$ cat src/rtl/ps2_scancode_rx_if.sv
// Decoded-key stream from the PS/2 receiver to game logic (valid/ready, head entry presented).
interface ps2_scancode_rx_if;
  logic       out_valid;
  logic       out_ready;
  logic [7:0] out_code;
  logic       out_break;
  logic       out_ext;

  modport master (output out_valid, out_code, out_break, out_ext, input out_ready);
  modport slave  (input out_valid, out_code, out_break, out_ext, output out_ready);
endinterface

$ cat src/rtl/ps2_scancode_rx.sv
// PS/2 keyboard receiver: clock conditioning, 11-bit frame deserialiser with parity/stop/timeout
// checks, E0/F0 prefix folding and a fall-through FIFO of decoded keys.
module ps2_scancode_rx #(
  parameter int unsigned FILTER_LEN     = 8,
  parameter int unsigned TIMEOUT_CYCLES = 50000,
  parameter int unsigned FIFO_DEPTH     = 4,
  parameter int unsigned CNT_W          = 3
) (
  input  logic                 Clock,
  input  logic                 reset,
  input  logic                 ps2_clk,
  input  logic                 ps2_dat,
  ps2_scancode_rx_if.master    out_if,
  output logic [CNT_W-1:0]     fifo_count,
  output logic                 parity_err,
  output logic                 frame_err,
  output logic                 overflow
);

  localparam int unsigned FILT_W = 8;
  localparam int unsigned TO_W   = $clog2(TIMEOUT_CYCLES + 1);
  localparam int unsigned PTR_W  = $clog2(FIFO_DEPTH);
  localparam int unsigned ENT_W  = 10;

  typedef enum logic [2:0] {IDLE, DATA, PARITY, STOP, DECODE} state_t;

  logic [1:0]        clk_sync_q, clk_sync_d;
  logic [1:0]        dat_sync_q, dat_sync_d;
  logic              filt_q, filt_d;
  logic [FILT_W-1:0] filt_cnt_q, filt_cnt_d;
  state_t            state_q, state_d;
  logic [2:0]        bit_cnt_q, bit_cnt_d;
  logic [7:0]        shift_q, shift_d;
  logic              par_q, par_d;
  logic [TO_W-1:0]   to_cnt_q, to_cnt_d;
  logic              ext_q, ext_d;
  logic              brk_q, brk_d;
  logic [ENT_W-1:0]  mem_q [FIFO_DEPTH];
  logic [ENT_W-1:0]  mem_d [FIFO_DEPTH];
  logic [PTR_W-1:0]  wr_ptr_q, wr_ptr_d;
  logic [PTR_W-1:0]  rd_ptr_q, rd_ptr_d;
  logic [CNT_W-1:0]  count_q, count_d;
  logic              parity_err_q, parity_err_d;
  logic              frame_err_q, frame_err_d;
  logic              overflow_q, overflow_d;

  logic              fall_c, dat_c, to_hit_c, push_c, pop_c, full_c, wr_en_c;
  logic [ENT_W-1:0]  head_c;

  // Synchronisers and glitch filter; fall_c marks the cycle the filtered clock drops.
  always_comb begin
    clk_sync_d = {clk_sync_q[0], ps2_clk};
    dat_sync_d = {dat_sync_q[0], ps2_dat};
    filt_d     = filt_q;
    filt_cnt_d = '0;
    if (clk_sync_q[1] != filt_q) begin
      if (filt_cnt_q == FILT_W'(FILTER_LEN - 1)) filt_d = clk_sync_q[1];
      else                                        filt_cnt_d = filt_cnt_q + FILT_W'(1);
    end
    fall_c = filt_q & ~filt_d;
    dat_c  = dat_sync_q[1];
  end

  // Frame FSM next-state, timeout and prefix tracking.
  always_comb begin
    state_d      = state_q;
    bit_cnt_d    = bit_cnt_q;
    shift_d      = shift_q;
    par_d        = par_q;
    ext_d        = ext_q;
    brk_d        = brk_q;
    push_c       = 1'b0;
    parity_err_d = 1'b0;
    frame_err_d  = 1'b0;
    to_hit_c     = (to_cnt_q == TO_W'(TIMEOUT_CYCLES - 1));
    if (fall_c || state_q == IDLE || state_q == DECODE) to_cnt_d = '0;
    else                                                 to_cnt_d = to_cnt_q + TO_W'(1);

    case (state_q)
      IDLE: begin
        if (fall_c && !dat_c) begin
          state_d   = DATA;
          bit_cnt_d = '0;
        end
      end
      DATA: begin
        if (fall_c) begin
          shift_d[bit_cnt_q] = dat_c;
          bit_cnt_d          = bit_cnt_q + 3'd1;
          if (bit_cnt_q == 3'd7) state_d = PARITY;
        end else if (to_hit_c) begin
          frame_err_d = 1'b1;
          state_d     = IDLE;
        end
      end
      PARITY: begin
        if (fall_c) begin
          par_d   = dat_c;
          state_d = STOP;
        end else if (to_hit_c) begin
          frame_err_d = 1'b1;
          state_d     = IDLE;
        end
      end
      STOP: begin
        if (fall_c) begin
          if (!dat_c) begin
            frame_err_d = 1'b1;
            state_d     = IDLE;
          end else if (^{shift_q, par_q} == 1'b0) begin
            parity_err_d = 1'b1;
            ext_d        = 1'b0;
            brk_d        = 1'b0;
            state_d      = IDLE;
          end else begin
            state_d = DECODE;
          end
        end else if (to_hit_c) begin
          frame_err_d = 1'b1;
          state_d     = IDLE;
        end
      end
      DECODE: begin
        state_d = IDLE;
        if (shift_q == 8'hE0)      ext_d = 1'b1;
        else if (shift_q == 8'hF0) brk_d = 1'b1;
        else begin
          push_c = 1'b1;
          ext_d  = 1'b0;
          brk_d  = 1'b0;
        end
      end
      default: state_d = IDLE;
    endcase
  end

  // FIFO bookkeeping; a full FIFO still accepts a push when the head pops in the same cycle.
  always_comb begin
    full_c     = (count_q == CNT_W'(FIFO_DEPTH));
    pop_c      = (count_q != '0) & out_if.out_ready;
    wr_en_c    = push_c & (~full_c | pop_c);
    overflow_d = push_c & full_c & ~pop_c;
    wr_ptr_d   = wr_ptr_q + PTR_W'(wr_en_c);
    rd_ptr_d   = rd_ptr_q + PTR_W'(pop_c);
    count_d    = count_q;
    if (wr_en_c && !pop_c)      count_d = count_q + CNT_W'(1);
    else if (!wr_en_c && pop_c) count_d = count_q - CNT_W'(1);
    mem_d = mem_q;
    if (wr_en_c) mem_d[wr_ptr_q] = {ext_q, brk_q, shift_q};
  end

  always_ff @(posedge Clock) begin
    if (!reset) begin
      clk_sync_q   <= 2'b11;
      dat_sync_q   <= 2'b11;
      filt_q       <= 1'b1;
      filt_cnt_q   <= '0;
      state_q      <= IDLE;
      bit_cnt_q    <= '0;
      shift_q      <= '0;
      par_q        <= 1'b0;
      to_cnt_q     <= '0;
      ext_q        <= 1'b0;
      brk_q        <= 1'b0;
      mem_q        <= '{default: '0};
      wr_ptr_q     <= '0;
      rd_ptr_q     <= '0;
      count_q      <= '0;
      parity_err_q <= 1'b0;
      frame_err_q  <= 1'b0;
      overflow_q   <= 1'b0;
    end else begin
      clk_sync_q   <= clk_sync_d;
      dat_sync_q   <= dat_sync_d;
      filt_q       <= filt_d;
      filt_cnt_q   <= filt_cnt_d;
      state_q      <= state_d;
      bit_cnt_q    <= bit_cnt_d;
      shift_q      <= shift_d;
      par_q        <= par_d;
      to_cnt_q     <= to_cnt_d;
      ext_q        <= ext_d;
      brk_q        <= brk_d;
      mem_q        <= mem_d;
      wr_ptr_q     <= wr_ptr_d;
      rd_ptr_q     <= rd_ptr_d;
      count_q      <= count_d;
      parity_err_q <= parity_err_d;
      frame_err_q  <= frame_err_d;
      overflow_q   <= overflow_d;
    end
  end

  // Head entry shown only while valid so an empty FIFO presents all zeros.
  assign head_c           = (count_q != '0) ? mem_q[rd_ptr_q] : '0;
  assign out_if.out_valid = (count_q != '0);
  assign out_if.out_code  = head_c[7:0];
  assign out_if.out_break = head_c[8];
  assign out_if.out_ext   = head_c[9];
  assign fifo_count       = count_q;
  assign parity_err       = parity_err_q;
  assign frame_err        = frame_err_q;
  assign overflow         = overflow_q;

endmodule

$ cat src/flat_wrapper.sv
// flat-port wrapper written by rule: the top's interface ports become plain ports
module ps2_scancode_rx_flat 
#(
  parameter int unsigned FILTER_LEN     = 8,
  parameter int unsigned TIMEOUT_CYCLES = 50000,
  parameter int unsigned FIFO_DEPTH     = 4,
  parameter int unsigned CNT_W          = 3
)
  (Clock, reset, ps2_clk, ps2_dat, fifo_count, parity_err, frame_err, overflow, out_if_out_valid, out_if_out_code, out_if_out_break, out_if_out_ext, out_if_out_ready);
  ps2_scancode_rx_if out_if_i ();
  input  logic Clock;
  input  logic reset;
  input  logic ps2_clk;
  input  logic ps2_dat;
  output logic [CNT_W-1:0] fifo_count;
  output logic parity_err;
  output logic frame_err;
  output logic overflow;
  output wire logic [$bits(out_if_i.out_valid)-1:0] out_if_out_valid;
  output wire logic [$bits(out_if_i.out_code)-1:0] out_if_out_code;
  output wire logic [$bits(out_if_i.out_break)-1:0] out_if_out_break;
  output wire logic [$bits(out_if_i.out_ext)-1:0] out_if_out_ext;
  input wire logic [$bits(out_if_i.out_ready)-1:0] out_if_out_ready;
  assign out_if_out_valid = out_if_i.out_valid;
  assign out_if_out_code = out_if_i.out_code;
  assign out_if_out_break = out_if_i.out_break;
  assign out_if_out_ext = out_if_i.out_ext;
  assign out_if_i.out_ready = out_if_out_ready;
  ps2_scancode_rx #(.FILTER_LEN(FILTER_LEN), .TIMEOUT_CYCLES(TIMEOUT_CYCLES), .FIFO_DEPTH(FIFO_DEPTH), .CNT_W(CNT_W)) u_core (.Clock(Clock), .reset(reset), .ps2_clk(ps2_clk), .ps2_dat(ps2_dat), .out_if(out_if_i), .fifo_count(fifo_count), .parity_err(parity_err), .frame_err(frame_err), .overflow(overflow));
endmodule
$ cat config.mk
export PLATFORM = sky130hd
export DESIGN_NAME = ps2_scancode_rx_flat
export DESIGN_NICKNAME = d
export VERILOG_FILES = /design/src/rtl/ps2_scancode_rx_if.sv /design/src/rtl/ps2_scancode_rx.sv /design/src/flat_wrapper.sv
export SDC_FILE = /design/constraint.sdc
export NUM_CORES = 1
export LEC_CHECK = 0
export BUFFER_PORTS_ARGS = -buffer_cell sky130_fd_sc_hd__clkbuf_2
export CORE_MARGIN = 3
export CORE_UTILIZATION = 65
export DETAILED_ROUTE_END_ITERATION = 10
export GPL_TIMING_DRIVEN = 0
export HOLD_SLACK_MARGIN = 0.15
export PLACE_DENSITY_LB_ADDON = 0.3
export REMOVE_ABC_BUFFERS = 1
export SLEW_MARGIN = 10
export SYNTH_ARGS = -nofsm -noshare
export SYNTH_HDL_FRONTEND = slang
export SYNTH_SLANG_ARGS = --single-unit
$ cat constraint.sdc
create_clock -name Clock -period 3.13 [get_ports Clock]
set_input_delay 0.313 -clock Clock [delete_from_list [all_inputs] [get_ports Clock]]
set_output_delay 0.313 -clock Clock [all_outputs]
set_load 0.005 [all_outputs]
== Word-level counts from Yosys, hierarchy flattened ==
Cells that the tools add are included.

* Add/sub/neg operators: 7
* Order comparisons: 5
* Eq/ne operators: 19
* Mux-type cells: 44
* Bitwise logic cells: 13
* Reductions and logical operators: 26

{| class="wikitable"
|+ Operators by type and width
! cell !! count
|-
| $bwmux W40 || 1
|-
| $mux W10 || 4
|-
| $mux W3 || 12
|-
| $bmux W10 S2 || 1
|-
| $demux W10 S2 || 1
|-
| $mux W1 || 18
|-
| $add A16 B1 Y16 const B || 1
|-
| $eq A16 B16 Y1 const B || 1
|-
| $eq A8 B8 Y1 const B || 2
|-
| $pmux W3 S4 || 1
|-
| $reduce_and A5 Y1 || 2
|-
| $eq A3 B3 Y1 const B || 3
|-
| $reduce_xor A9 Y1 || 1
|-
| $add A8 B1 Y8 const B || 1
|-
| $bwmux W8 || 1
|-
| $eq A8 B3 Y1 const B || 1
|-
| $add A3 B1 Y3 const B || 2
|-
| $eq A3 B2 Y1 const B || 2
|-
| $ge A3 B3 Y1 const B || 2
|-
| $ne A2 B1 Y1 const B || 3
|-
| $ne A2 B2 Y1 const B || 3
|-
| $ne A3 B3 Y1 const B || 2
|-
| $not A2 Y3 || 2
|-
| $pmux W1 S2 || 3
|-
| 23 further kinds || 44
|}

* Register bits: 96
* Input port bits: 5
* Output and inout port bits: 17
* Word-level logic and storage cells: 135

== Logic depth before layout (Yosys ltp) ==
* Word-level depth: 9
* Mapped depth: 10
* Gate-level depth less buffers: 9

== Worst setup path after synthesis ==
Ideal clock, no wire load.

* Path type: register to register
* Start: register u_core.count_q[0] (netlist: u_core.fifo_count[0])
* End: register u_core.count_q[2] (netlist: u_core.fifo_count[2])
* Setup time: 0.070 ns
* Arrival: 2.144 ns
* Slack: 0.916 ns
* Stages on the path, launching flop included: 10
* Buffers on the path: 1
* Period minus slack after synthesis: 2.214 ns
* Path through: dfxtp_1 > or3_1 > clkbuf_1 > nand2_1 > ha_1 > inv_1 > fa_1 > xor2_1 > or3_1 > a21oi_1

* Cells in the longest elaborated chain, start to end: 7
* Elaborated cells on any way between the ends: 15

{| class="wikitable"
|+ Ends and longest elaborated chain
! item !! RTL line !! source
|-
| start: declaration || ps2_scancode_rx.sv:42 || <nowiki>logic [CNT_W-1:0] count_q, count_d;</nowiki>
|-
| start signal: assignment || ps2_scancode_rx.sv:187 || <nowiki>count_q <= count_d;</nowiki>
|-
| $reduce_bool A3 Y1 (*) || - ||
|-
| net out_if_out_valid || flat_wrapper.sv:19 || <nowiki>output wire logic [$bits(out_if_i.out_valid)-1:0] out_if_out_valid;</nowiki>
|-
| $and A1 B1 Y1 (*) || ps2_scancode_rx.sv:140 || <nowiki>pop_c = (count_q != '0) & out_if.out_ready;</nowiki>
|-
| $or A1 B1 Y1 || ps2_scancode_rx.sv:141 || <nowiki>wr_en_c = push_c & (~full_c | pop_c);</nowiki>
|-
| $and A1 B1 Y1 || ps2_scancode_rx.sv:141 ||
|-
| $logic_not A1 Y1 || ps2_scancode_rx.sv:147 || <nowiki>else if (!wr_en_c && pop_c) count_d = count_q - CNT_W'(1);</nowiki>
|-
| $logic_and A1 B1 Y1 || ps2_scancode_rx.sv:147 ||
|-
| $reduce_bool A2 Y1 (no source line) || - ||
|}

Mark *: on every way through the listed nets, which the timed path passes. The rest lies on a longest branch. The select of a mux whose other input is x is not followed.
A chain may end at the register's enable or synchronous reset.

== Final worst setup path ==
* Start: register u_core.state_q[2]
* End: register u_core.count_q[2] (netlist: u_core.fifo_count[2])

* Cells in the longest elaborated chain, start to end: 6
* Elaborated cells on any way between the ends: 8

{| class="wikitable"
|+ Ends and longest elaborated chain
! item !! RTL line !! source
|-
| start: declaration || ps2_scancode_rx.sv:31 || <nowiki>state_t state_q, state_d;</nowiki>
|-
| start signal: assignment || ps2_scancode_rx.sv:177 || <nowiki>state_q <= state_d;</nowiki>
|-
| $eq A3 B3 Y1 (*) || ps2_scancode_rx.sv:79 || <nowiki>case (state_q)</nowiki>
|-
| $mux W1 (*) || ps2_scancode_rx.sv:79 ||
|-
| $and A1 B1 Y1 (*) || ps2_scancode_rx.sv:141 ||
|-
| $logic_not A1 Y1 || ps2_scancode_rx.sv:147 ||
|-
| $logic_and A1 B1 Y1 || ps2_scancode_rx.sv:147 ||
|-
| $reduce_bool A2 Y1 (no source line) || - ||
|}

Every way passes the cells marked *; elsewhere a longest branch is shown, timed or not.

==> flow_metrics.py <==
metrics = {
    "cts": {
        "clock-root-buffer": "clkbuf_8",
        "hold_buffers": 2,
        "clk_latency_ns": 0.36,
        "cts_tree": "done",
        "cts_max_path_buffers": 2,
        "clk_pin_slew_ns": 0.09,
        "h-tree-depth": 3,
        "cts_setup_buffers": 0,
        "ctsResizeCount": 0,
        "cts_buffers": 9,
        "clock-sinks": 96,
    },
    "route": {
        "first_pass_iters": 4,
        "drt-vias-per-instance": 5.851,
        "wl_um": 8173,
        "wl_per_cell_um": 15.42,
        "final_antenna_net_count": 0,
        "drtIter0Drc": 170,
        "drc_errors": 0,
        "routed-via-count": 3101,
    },
    "setup_path": {
        "cpLargestDelayFamily": "simple AND/OR/NAND/NOR gates",
        "worstPathRequired_ns": 3.42,
        "path_class": "reg2reg",
        "path_buf_inv": 2,
        "crit_path_max_incr_delay_ns": 0.48,
        "cpMostUsedCell": "inv_1",
        "cp_max_fo": 9,
        "worst_path_max_delay_cell": "dfxtp_1",
        "critPathArrivalTime_ns": 2.85,
        "end_kind": "flip-flop",
        "cp_cell_sequence": "nor3b_4, o211ai_2, inv_1, ha_1, inv_1, fa_1, xor2_1, or3_1, a21oi_1",
        "worst_setup_path_start_kind": "flip-flop",
    },
    "sta": {
        "slew_headroom": 0.4945,
        "slew_violations": 0,
        "tightestPinTransition_ns": 0.7571,
        "hold_viol": 0,
        "setup_viol": 0,
        "holdWs_ns": 0.2916,
        "period_minus_slack_ns": 2.553,
        "fin_crit_sh": 0.8158,
        "finalWorstSetupSlack_ns": 0.5767,
        "max_freq_ghz": 0.3916,
        "skew_ns": 0.007968,
        "rsz0062_at_grt": "no",
    },
    "yosys": {
        "async_flop_share": 0,
        "syn-mean-instance-area_um2": 9.990,
        "ys_warn_count": 0,
        "synth-edff-count": 0,
        "synthTopCellsByArea": "dfxtp_1, mux2i_1, nor2_1",
        "ys_types": 55,
        "synth.largest_area_cell": "dfxtp_1",
        "synth-main-ff-cell": "dfxtp_1",
        "synth_common_cells": "dfxtp_1, nor2_1, mux2i_1",
        "yosysMostFrequentCell": "dfxtp_1",
        "ys_seq_elements": 96,
        "synthCells": 438,
        "syn-cell-area_mm2": 0.004375,
        "synth_top_area_frac": 0.4392,
        "yosysSeqAreaShare": 0.4392,
    },
    "place": {
        "place_congestion": 0.7881,
        "dp.cells": 512,
        "port-buffer-count": 21,
        "pre_cts_ws_ns": 0.6975,
        "hpwlAfterDp_um": 5416,
    },
    "global_route": {
        "grt_pass1_wl_um": 13630,
        "grt_start_max_net_pins": 34,
        "first_global_vias": 2917,
        "grt_antenna_before_repair": 0,
        "gr-total-overflow": 0,
        "grt_usage": 0.2253,
    },
    "die": {
        "die_w_um": 88.05,
        "io_pins": 22,
        "core_area_mm2": 0.006422,
        "die_h_um": 88.05,
        "dieArea_mm2": 0.007752,
        "start_util": 0.6813,
        "num_rows": 29,
    },
    "cells_and_area": {
        "area_delta_synth_final_pct": 8.865,
        "multi_input_area_mm2": 0.002293,
        "nets": 461,
        "drive_gt1_frac": 0.1501,
        "n_fill_cell": 460,
        "diodes": 0,
        "fin_cells": 530,
        "regArea_mm2": 0.001922,
    },
    "pwr": {
        "total_leakage_power_uw": 0.001851,
        "max-vdd-ir-drop_uv": 273.5,
        "power.density_mw_per_mm2": 473.7,
    },
    "min_path": {
        "hold_path.class": "in2reg",
    },
    "outcome": {
        "status": "complete, no violations",
    },
    "job": {
        "cap_violations": 0,
    },
}
## worst paths after layout
| check | startpoint | endpoint | slack (ns) | cells after the start |
|---|---|---|---|---|
| hold reg to reg | u_core.clk_sync_q[0] | u_core.clk_sync_q[1] | 0.42 | 1 |
| setup / recovery | u_core.state_q[2] | u_core.fifo_count[2] | 0.58 | 9 |
| setup reg to reg | u_core.state_q[2] | u_core.fifo_count[2] | 0.58 | 9 |
| hold / removal | reset | u_core.filt_q | 0.29 | 2 |
## stage by stage
step           power, uW    util  area, um2  setup TNS [ns]
6_report            2257  0.7417       4763               0
2_1_floorplan       1268       -       4235               0
5_1_grt             2320  0.7417       4763               0
4_1_cts             2271  0.7417       4763               0
3_5_place_dp        1281  0.6990       4489               0
3_3_place_gp        1277  0.6908       4437         -0.7079
## per-layer routing
layer	vias up	wire length, um	track usage
met3	18	266	0.04892
met1	1497	3627	0.2812
met5	-	0	0
met4	0	146	0.08791
met2	60	4132	0.3815
li1	1526	-	-
## placed cells by master, fill, tap and decap left out, drive strengths merged, types with 4 or more instances in the layout
cell    netlist  layout
nand3        17      17
and2         13      13
nand2b        5       5
a21oi        10      10
nand4b        4       4
nor3b         6       6
ha            7       7
clkbuf       13      33
nand4         6       6
nor3          6       6
inv           8       9
mux4         10      10
nand2        10      10
o21ai         4       4
xnor2        12      12
nor2         88      88
mux2i        51      51
or3           5       5
dfxtp        96      96
and3          6       6
xor2         18      18
## layout make-up
| class | count | area share |
|---|---|---|
| clock buffers | 12 | 0.03257 |
| clock inverters | 4 | 0.02075 |
| inverters | 8 | 0.006304 |
| multi-input cells | 307 | 0.4815 |
| flip-flops and latches | 96 | 0.4035 |
| well taps | 77 | 0.02023 |
| repair buffers | 26 | 0.03520 |
## logic make-up after synthesis
kind of cell             share of synthesized area
AO/OA/AOI/OAI                              0.02974
flip-flops                                  0.4392
AND/OR/NAND/NOR                             0.2325
buffers and inverters                      0.03889
multiplexers                                0.1681
XOR/XNOR                                   0.06691
adder cells (fa/ha/maj)                    0.02459
## sequential cells by signal, summed over array words and instances (netlist names)
register,flops
u_core.parity_err,1
u_core.rd_ptr_q,2
u_core.clk_sync_q,2
u_core.brk_q,1
u_core.ext_q,1
u_core.shift_q,8
u_core.filt_cnt_q,8
u_core.par_q,1
u_core.bit_cnt_q,3
u_core.to_cnt_q,16
u_core.dat_sync_q,2
u_core.overflow,1
u_core.frame_err,1
u_core.mem_q,40
u_core.state_q,3
u_core.wr_ptr_q,2
u_core.fifo_count,3
u_core.filt_q,1
## worst reg2reg max path, cell delays in order, from the launching register on
cell and delay [ns]:
dfxtp_1 0.48, nor3b_4 0.33, o211ai_2 0.22, inv_1 0.15
ha_1 0.22, inv_1 0.07, fa_1 0.41, xor2_1 0.17
or3_1 0.31, a21oi_1 0.14
## where the power goes
part	internal [uW]	leakage (uW)	switching, uW
logic	9.63	0.000950	18.5
registers	1220	0.000774	3.13
clock network	578	0.000127	424
Note: power is estimated with default switching activity, not from simulation.
